### src/rtl/fb_pkg.sv
// ---------------------------------------------------------------------------
// fb_pkg
// Shared framebuffer constants, types and the bus word packer for the
// note-highway rectangle blitter.
//   FB_W / FB_H / FB_PIXELS : framebuffer geometry (150 x 480, 8 bpp)
//   pix_addr_t              : linear pixel number, y*FB_W + x
//   color_code_t            : the pixel codes the display understands
//   pack_fb_word()          : builds {7'b0, pixel[16:0], color[7:0]}
// ---------------------------------------------------------------------------
package fb_pkg;

  localparam int FB_W      = 150;
  localparam int FB_H      = 480;
  localparam int FB_PIXELS = 72000;

  typedef logic [$clog2(FB_PIXELS)-1:0] pix_addr_t;

  // Any code above BLUE is shown as white by the framebuffer peripheral.
  typedef enum logic [7:0] {
    BG    = 8'd0,
    RED   = 8'd1,
    GREEN = 8'd2,
    BLUE  = 8'd3
  } color_code_t;

  function automatic logic [31:0] pack_fb_word(input pix_addr_t addr,
                                               input logic [7:0] color);
    return {7'b0, addr, color};
  endfunction

endpackage

### src/rtl/fb_raster_walker.sv
// ---------------------------------------------------------------------------
// fb_raster_walker
// Walks a clipped rectangle in raster order and produces the linear pixel
// number of the current position. The row base is kept as a running sum so
// no multiplier is needed while walking.
// Ports:
//   i_clk, i_rst_n : clock, asynchronous active-low reset
//   i_load         : latch start position (i_x, i_y) and compute y*FB_W
//   i_advance      : step to the next pixel (one completed bus write)
//   i_x, i_y       : rectangle top-left corner
//   i_xEnd, i_yEnd : exclusive clipped right/bottom bounds
//   o_addr         : current pixel number
//   o_last         : current pixel is the final one of the rectangle
// ---------------------------------------------------------------------------
module fb_raster_walker
  import fb_pkg::*;
#(
  parameter int FB_W = fb_pkg::FB_W
) (
  input  logic            i_clk,
  input  logic            i_rst_n,
  input  logic            i_load,
  input  logic            i_advance,
  input  logic [7:0]      i_x,
  input  logic [8:0]      i_y,
  input  logic [7:0]      i_xEnd,
  input  logic [8:0]      i_yEnd,
  output pix_addr_t       o_addr,
  output logic            o_last
);

  logic [7:0]  r_curX;
  logic [8:0]  r_curY;
  pix_addr_t   r_rowBase;

  logic [16:0] w_yBase;
  logic        w_rowEnd;
  logic        w_colEnd;

  // y*150 as y*128 + y*16 + y*4 + y*2; each term is zero-extended to 17 bits.
  assign w_yBase = {1'b0, i_y, 7'b0} + {4'b0, i_y, 4'b0}
                 + {6'b0, i_y, 2'b0} + {7'b0, i_y, 1'b0};

  assign w_rowEnd = (({1'b0, r_curX} + 9'd1)  == {1'b0, i_xEnd});
  assign w_colEnd = (({1'b0, r_curY} + 10'd1) == {1'b0, i_yEnd});
  assign o_last   = w_rowEnd && w_colEnd;
  assign o_addr   = r_rowBase + {9'b0, r_curX};

  // Position registers: load at setup, then advance one pixel per accepted
  // write, wrapping to the left column and bumping the row base at row end.
  always_ff @(posedge i_clk or negedge i_rst_n) begin
    if (!i_rst_n) begin
      r_curX    <= '0;
      r_curY    <= '0;
      r_rowBase <= '0;
    end else if (i_load) begin
      r_curX    <= i_x;
      r_curY    <= i_y;
      r_rowBase <= w_yBase;
    end else if (i_advance) begin
      if (w_rowEnd) begin
        r_curX    <= i_x;
        r_curY    <= r_curY + 9'd1;
        r_rowBase <= r_rowBase + 17'(FB_W);
      end else begin
        r_curX    <= r_curX + 8'd1;
      end
    end
  end

endmodule

### src/rtl/fb_rect_blitter.sv
// ---------------------------------------------------------------------------
// fb_rect_blitter
// Avalon-MM write master that fills an axis-aligned rectangle of the
// 150x480 8-bpp note-highway framebuffer, one pixel per accepted write.
// Configuration macro: FB_BLIT_CLIP_EN
//   defined   : rectangles are clipped to the framebuffer, err is tied 0
//   undefined : rectangles reaching past the framebuffer are rejected with
//               an err pulse and no writes (done still pulses)
// Ports:
//   clk, reset_n            : clock, asynchronous active-low reset
//   cmd_valid / cmd_ready   : command handshake
//   cmd_x/y/w/h/color       : rectangle origin, size and pixel code
//   avm_address             : always 0
//   avm_chipselect          : mirrors avm_write
//   avm_write               : write request
//   avm_writedata           : {7'b0, pixel number, color}
//   avm_waitrequest         : slave stall
//   busy                    : not idle
//   done                    : one-cycle pulse when a command retires
//   err                     : one-cycle pulse when a command is rejected
// ---------------------------------------------------------------------------
module fb_rect_blitter
  import fb_pkg::*;
#(
  parameter int FB_W = fb_pkg::FB_W,
  parameter int FB_H = fb_pkg::FB_H
) (
  input  logic        clk,
  input  logic        reset_n,
  input  logic        cmd_valid,
  output logic        cmd_ready,
  input  logic [7:0]  cmd_x,
  input  logic [8:0]  cmd_y,
  input  logic [7:0]  cmd_w,
  input  logic [8:0]  cmd_h,
  input  logic [7:0]  cmd_color,
  output logic [7:0]  avm_address,
  output logic        avm_chipselect,
  output logic        avm_write,
  output logic [31:0] avm_writedata,
  input  logic        avm_waitrequest,
  output logic        busy,
  output logic        done,
  output logic        err
);

  localparam logic [1:0] S_IDLE  = 2'd0;
  localparam logic [1:0] S_SETUP = 2'd1;
  localparam logic [1:0] S_WRITE = 2'd2;
  localparam logic [1:0] S_FIN   = 2'd3;

  logic [1:0] r_state;
  logic [7:0] r_x;
  logic [8:0] r_y;
  logic [7:0] r_w;
  logic [8:0] r_h;
  logic [7:0] r_color;
  logic [7:0] r_xEnd;
  logic [8:0] r_yEnd;

  logic [8:0] w_xSum;
  logic [9:0] w_ySum;
  logic [7:0] w_xEnd;
  logic [8:0] w_yEnd;
  logic       w_empty;
  logic       w_skip;
  pix_addr_t  w_addr;
  logic       w_last;
  logic       w_accept;

  // Widened sums so the right/bottom edge never wraps before clipping.
  assign w_xSum = {1'b0, r_x} + {1'b0, r_w};
  assign w_ySum = {1'b0, r_y} + {1'b0, r_h};
  assign w_xEnd = (w_xSum > 9'(FB_W))  ? 8'(FB_W) : w_xSum[7:0];
  assign w_yEnd = (w_ySum > 10'(FB_H)) ? 9'(FB_H) : w_ySum[8:0];

  assign w_empty = (r_w == 8'd0) || (r_h == 9'd0) ||
                   (r_x >= 8'(FB_W)) || (r_y >= 9'(FB_H));

`ifdef FB_BLIT_CLIP_EN
  assign w_skip = w_empty;
  assign err    = 1'b0;
`else
  logic w_oob;
  assign w_oob  = (w_xSum > 9'(FB_W)) || (w_ySum > 10'(FB_H));
  assign w_skip = w_empty || w_oob;
  assign err    = (r_state == S_SETUP) && w_oob;
`endif

  assign w_accept = (r_state == S_WRITE) && !avm_waitrequest;

  fb_raster_walker #(
    .FB_W (FB_W)
  ) u_walker (
    .i_clk     (clk),
    .i_rst_n   (reset_n),
    .i_load    (r_state == S_SETUP),
    .i_advance (w_accept),
    .i_x       (r_x),
    .i_y       (r_y),
    .i_xEnd    (r_xEnd),
    .i_yEnd    (r_yEnd),
    .o_addr    (w_addr),
    .o_last    (w_last)
  );

  // Command FSM. Command fields are held for the whole command so the walker
  // can rewind to the left column on every row.
  always_ff @(posedge clk or negedge reset_n) begin
    if (!reset_n) begin
      r_state <= S_IDLE;
      r_x     <= '0;
      r_y     <= '0;
      r_w     <= '0;
      r_h     <= '0;
      r_color <= '0;
      r_xEnd  <= '0;
      r_yEnd  <= '0;
    end else begin
      case (r_state)
        S_IDLE: begin
          if (cmd_valid) begin
            r_x     <= cmd_x;
            r_y     <= cmd_y;
            r_w     <= cmd_w;
            r_h     <= cmd_h;
            r_color <= cmd_color;
            r_state <= S_SETUP;
          end
        end
        S_SETUP: begin
          r_xEnd  <= w_xEnd;
          r_yEnd  <= w_yEnd;
          r_state <= w_skip ? S_FIN : S_WRITE;
        end
        S_WRITE: begin
          if (w_accept && w_last) begin
            r_state <= S_FIN;
          end
        end
        default: begin
          r_state <= S_IDLE;
        end
      endcase
    end
  end

  // Outputs decode straight from state so an async reset clears them at once;
  // write data comes from walker registers and so holds through waitrequest.
  assign cmd_ready      = (r_state == S_IDLE);
  assign busy           = (r_state != S_IDLE);
  assign done           = (r_state == S_FIN);
  assign avm_write      = (r_state == S_WRITE);
  assign avm_chipselect = avm_write;
  assign avm_address    = 8'd0;
  assign avm_writedata  = avm_write ? pack_fb_word(w_addr, r_color) : 32'd0;

endmodule

### config.mk
export PLATFORM = sky130hd
export DESIGN_NAME = fb_rect_blitter
export DESIGN_NICKNAME = d
export VERILOG_FILES = /design/src/rtl/fb_pkg.sv /design/src/rtl/fb_raster_walker.sv /design/src/rtl/fb_rect_blitter.sv
export SDC_FILE = /design/constraint.sdc
export NUM_CORES = 1
export LEC_CHECK = 0
export BUFFER_PORTS_ARGS = -buffer_cell sky130_fd_sc_hd__clkbuf_2
export CORE_AREA = 8 8 116 118
export CTS_CLUSTER_SIZE = 30
export DETAILED_ROUTE_END_ITERATION = 7
export DIE_AREA = 0 0 124 126
export PLACE_DENSITY = 0.86
export SYNTH_ARGS = -nofsm -noshare
export SYNTH_HDL_FRONTEND = slang
export SYNTH_HIERARCHICAL = 1
export SYNTH_SLANG_ARGS = --single-unit
### constraint.sdc
create_clock -name clk -period 8.7 [get_ports clk]
set_clock_uncertainty 0.1 [all_clocks]
set_input_delay 0.87 -clock clk [delete_from_list [all_inputs] [get_ports clk]]
set_output_delay 0.87 -clock clk [all_outputs]
set_load 0.02 [all_outputs]
==> run_summary.xml <==
<?xml version="1.0" encoding="UTF-8"?>
<metrics>
  <group name="outcome">
    <metric name="outcome" unit="">finished clean</metric>
  </group>
  <group name="global_route">
    <metric name="grtUsageTotal" unit="">0.215</metric>
    <metric name="total_gr_overflow" unit="">0</metric>
    <metric name="grt_pass1_vias" unit="">5767</metric>
    <metric name="grt_antenna_before_repair" unit="">0</metric>
    <metric name="wire_length_of_the_first_global_routing_pass" unit="um">27400</metric>
    <metric name="grt_max_degree" unit="">55</metric>
  </group>
  <group name="final_layout">
    <metric name="layout_commonest_cell" unit="">sky130_fd_sc_hd__dfrtp_1</metric>
    <metric name="proportion_of_layout_cells_with_a_drive_suffix_above_1" unit="">0.209</metric>
    <metric name="layout.cells.most_common_list" unit="">94 x sky130_fd_sc_hd__dfrtp_1, 75 x sky130_fd_sc_hd__clkbuf_2, 54 x sky130_fd_sc_hd__ha_1, 47 x sky130_fd_sc_hd__inv_1, 46 x sky130_fd_sc_hd__mux2_2</metric>
    <metric name="net_count_reported_at_finish" unit="">931</metric>
    <metric name="layout_overhead_on_the_synthesized_area" unit="%">10.0</metric>
    <metric name="final_core_utilization" unit="">0.683</metric>
    <metric name="antennaDiodeCount" unit="">0</metric>
  </group>
  <group name="die">
    <metric name="initial_core_util" unit="">0.621</metric>
    <metric name="number_of_primary_i_o_pins" unit="">92</metric>
    <metric name="die-width" unit="um">124</metric>
    <metric name="die_h" unit="um">126</metric>
    <metric name="rows" unit="">40</metric>
    <metric name="die_area" unit="sq um">15600</metric>
    <metric name="placeableCoreArea" unit="sq um">11700</metric>
  </group>
  <group name="route">
    <metric name="drt-wirelength-per-cell" unit="um">16.9</metric>
    <metric name="remaining_drc_errors" unit="">0</metric>
    <metric name="vias_per_cell" unit="">5.98</metric>
    <metric name="route.vias.total" unit="">5796</metric>
    <metric name="drt_first_iter_violations" unit="">295</metric>
    <metric name="route.antenna.remaining_nets" unit="">0</metric>
    <metric name="first_pass_iters" unit="">4</metric>
    <metric name="postRouteWirelength" unit="um">16300</metric>
  </group>
  <group name="timing">
    <metric name="max_slew.worst_pin.slew" unit="ns">1.12</metric>
    <metric name="final_report_hold_violation_count" unit="">0</metric>
    <metric name="totalNegativeSetupSlack" unit="ns">0</metric>
    <metric name="timing.final.crit_period" unit="ns">4.14</metric>
    <metric name="max_slew_margin" unit="">0.249</metric>
    <metric name="rsz_0062_raised_after_global_routing" unit="">no</metric>
    <metric name="setup-violations-final" unit="">0</metric>
    <metric name="drv_slew" unit="">0</metric>
    <metric name="achievable-frequency" unit="MHz">242</metric>
    <metric name="finalCritPeriodShare" unit="">0.476</metric>
  </group>
  <group name="synth">
    <metric name="synthesized_area_per_cell" unit="sq um">9.57</metric>
    <metric name="share_of_synthesized_registers_carrying_an_async_set_or_reset" unit="">1.00</metric>
    <metric name="synth_enable_flop_cells" unit="">0</metric>
    <metric name="count_of_unique_library_cells_instantiated_by_yosys" unit="">76</metric>
    <metric name="synth.yosys.warnings" unit="">6</metric>
    <metric name="yosysSeqAreaShare" unit="">0.324</metric>
    <metric name="ys_dominant_reg_cell" unit="">sky130_fd_sc_hd__dfrtp_1</metric>
    <metric name="syn_inst" unit="">760</metric>
    <metric name="mappedNetlistArea" unit="sq um">7270</metric>
    <metric name="ys_seq_elements" unit="">94</metric>
  </group>
  <group name="setup_path">
    <metric name="regToRegSetupSlack" unit="ns">4.96</metric>
    <metric name="crit_slowest_cell" unit="">sky130_fd_sc_hd__o41ai_2</metric>
    <metric name="crit_path_max_incr_delay" unit="ns">0.67</metric>
    <metric name="worst_setup_path_end_kind" unit="">output pin</metric>
    <metric name="worst-endpoint-required" unit="ns">7.73</metric>
    <metric name="crit_fanout" unit="">9</metric>
    <metric name="worst-setup-path-type" unit="">flip-flop to output pin</metric>
    <metric name="timing.critical_path.cells" unit="">ha_1 -&gt; a21oi_1 -&gt; o21bai_1 -&gt; a21oi_1 -&gt; nor2b_1 -&gt; o41ai_2 -&gt; nor2b_1 -&gt; xor2_1 -&gt; and2_1 -&gt; clkbuf_2</metric>
    <metric name="timing.critical_path.arrival" unit="ns">3.17</metric>
    <metric name="worst_setup_path_start_kind" unit="">flip-flop</metric>
  </group>
  <group name="place">
    <metric name="hpwlAfterDp" unit="um">12100</metric>
    <metric name="place_congestion" unit="">0.830</metric>
    <metric name="port_buffers" unit="">76</metric>
  </group>
  <group name="hold_path">
    <metric name="hold_path_class" unit="">primary input to asynchronous set/reset pin</metric>
  </group>
  <group name="cts">
    <metric name="ctsRootBufferMaster" unit="">sky130_fd_sc_hd__clkbuf_16</metric>
    <metric name="hold_buffers" unit="">0</metric>
    <metric name="num_cts_buffers" unit="">9</metric>
    <metric name="post-cts-setup-buffers" unit="">0</metric>
    <metric name="insertion_delay" unit="ns">0.35</metric>
    <metric name="ctsResizeCount" unit="">0</metric>
    <metric name="numClockSinks" unit="">94</metric>
    <metric name="cts_max_path_buffers" unit="">2</metric>
    <metric name="cts.reportedPaths.clkPinSlew" unit="ns">0.07</metric>
    <metric name="cts_tree" unit="">built</metric>
    <metric name="h_tree_depth" unit="">3</metric>
  </group>
  <group name="flow_run">
    <metric name="maxCapViolations" unit="">0</metric>
  </group>
</metrics>
## synthesized netlist by cell type, drive strengths merged (4+ instances only)
cell type	n	area, sq um
o211ai	6	45.0
dfrtp	94	2350
a21oi	36	191
xor2	43	377
o21a	5	37.5
nand4	19	119
ha	55	688
nor2b	13	81.3
buf	26	168
clkbuf	21	80.1
mux2i	9	90.1
fa	13	260
o21bai	6	45.0
nor3	14	70.1
xnor2	29	254
a211oi	7	62.6
nand4b	5	43.8
o22a	5	43.8
a21o	4	30.0
and3	9	56.3
o21ai	41	213
mux2	46	518
inv	47	176
nand2b	4	25.0
nand3	18	100
nand2	43	161
and2	26	163
or3	7	48.8
o22ai	8	95.1
nor4	7	58.8
nor2	44	165
a31oi	10	62.6
## worst max-delay path: cells and delay by family (launching register included)
family / cells / cell delay [ns]
AND/OR/NAND/NOR: 3 / 0.40
adder cells (fa/ha/maj): 1 / 0.36
XOR/XNOR: 1 / 0.17
flip-flops: 1 / 0.47
AO/OA/AOI/OAI: 4 / 1.27
buffers and inverters: 1 / 0.15
## metal layers
metal / up-vias / global-route usage / share of wire
li1: 2780 / - / -
met1: 2810 / 0.271 / 0.44
met2: 181 / 0.363 / 0.49
met3: 25 / 0.0380 / 0.060
met4: 0 / 0.0665 / 0.016
met5: - / 0 / 0
## stage by stage
step / hold slack (ns) / worst slack (ns) / instances / area (sq um)
floorplan: 0.371 / 5.30 / 774 / 7320
global placement: 0.381 / 5.01 / 953 / 7680
detailed placement: 0.387 / 4.90 / 953 / 7680
CTS: 0.403 / 4.52 / 969 / 8000
global route: 0.430 / 4.26 / 969 / 8000
finish: 0.397 / 4.56 / 969 / 8000
## kinds of logic (layout without fill, tap and decap cells)
logic type | Yosys count | count (layout) | share of synthesized area
mux | 55 | 55 | 0.0836
buf+inv | 94 | 142 | 0.0583
flops | 94 | 94 | 0.324
simple gates | 218 | 218 | 0.160
xor+xnor | 72 | 72 | 0.0867
compound gates | 158 | 158 | 0.157
other cells | 1 | 15 | 0.000516
fa+ha+maj | 68 | 68 | 0.130
## path summary, 6_finish.rpt
kind	start	to	depth (start not counted)
hold / removal	reset_n	r_w[2]	1
min in group clk	r_color[6]	r_color[6]	1
max in group asynchronous	reset_n	u_walker/r_curY[3]	2
hold reg to reg	r_color[6]	r_color[6]	1
setup / recovery	u_walker/r_curX[2]	avm_writedata[19]	10
setup reg to reg	u_walker/r_curX[4]	u_walker/r_curX[4]	7
## cell type report
cell class / count / area [sq um]
multi-input cells: 586 / 4560
fillers: 892 / 3710
flip-flops and latches: 94 / 2350
repair buffers: 79 / 405
clock buffers: 9 / 225
well taps: 147 / 184
inverters: 47 / 176
clock inverters: 7 / 97.6
## flip-flops by register name, indices dropped and copies added (netlist names)
name	cells
r_yEnd	9
r_w	8
u_walker/r_curX	8
r_h	9
r_x	8
r_y	9
r_color	8
r_state	2
r_xEnd	8
u_walker/r_rowBase	16
u_walker/r_curY	9
Power is not shown: default switching activity piles up to over one toggle a cycle in this logic, so the estimate is an artifact.
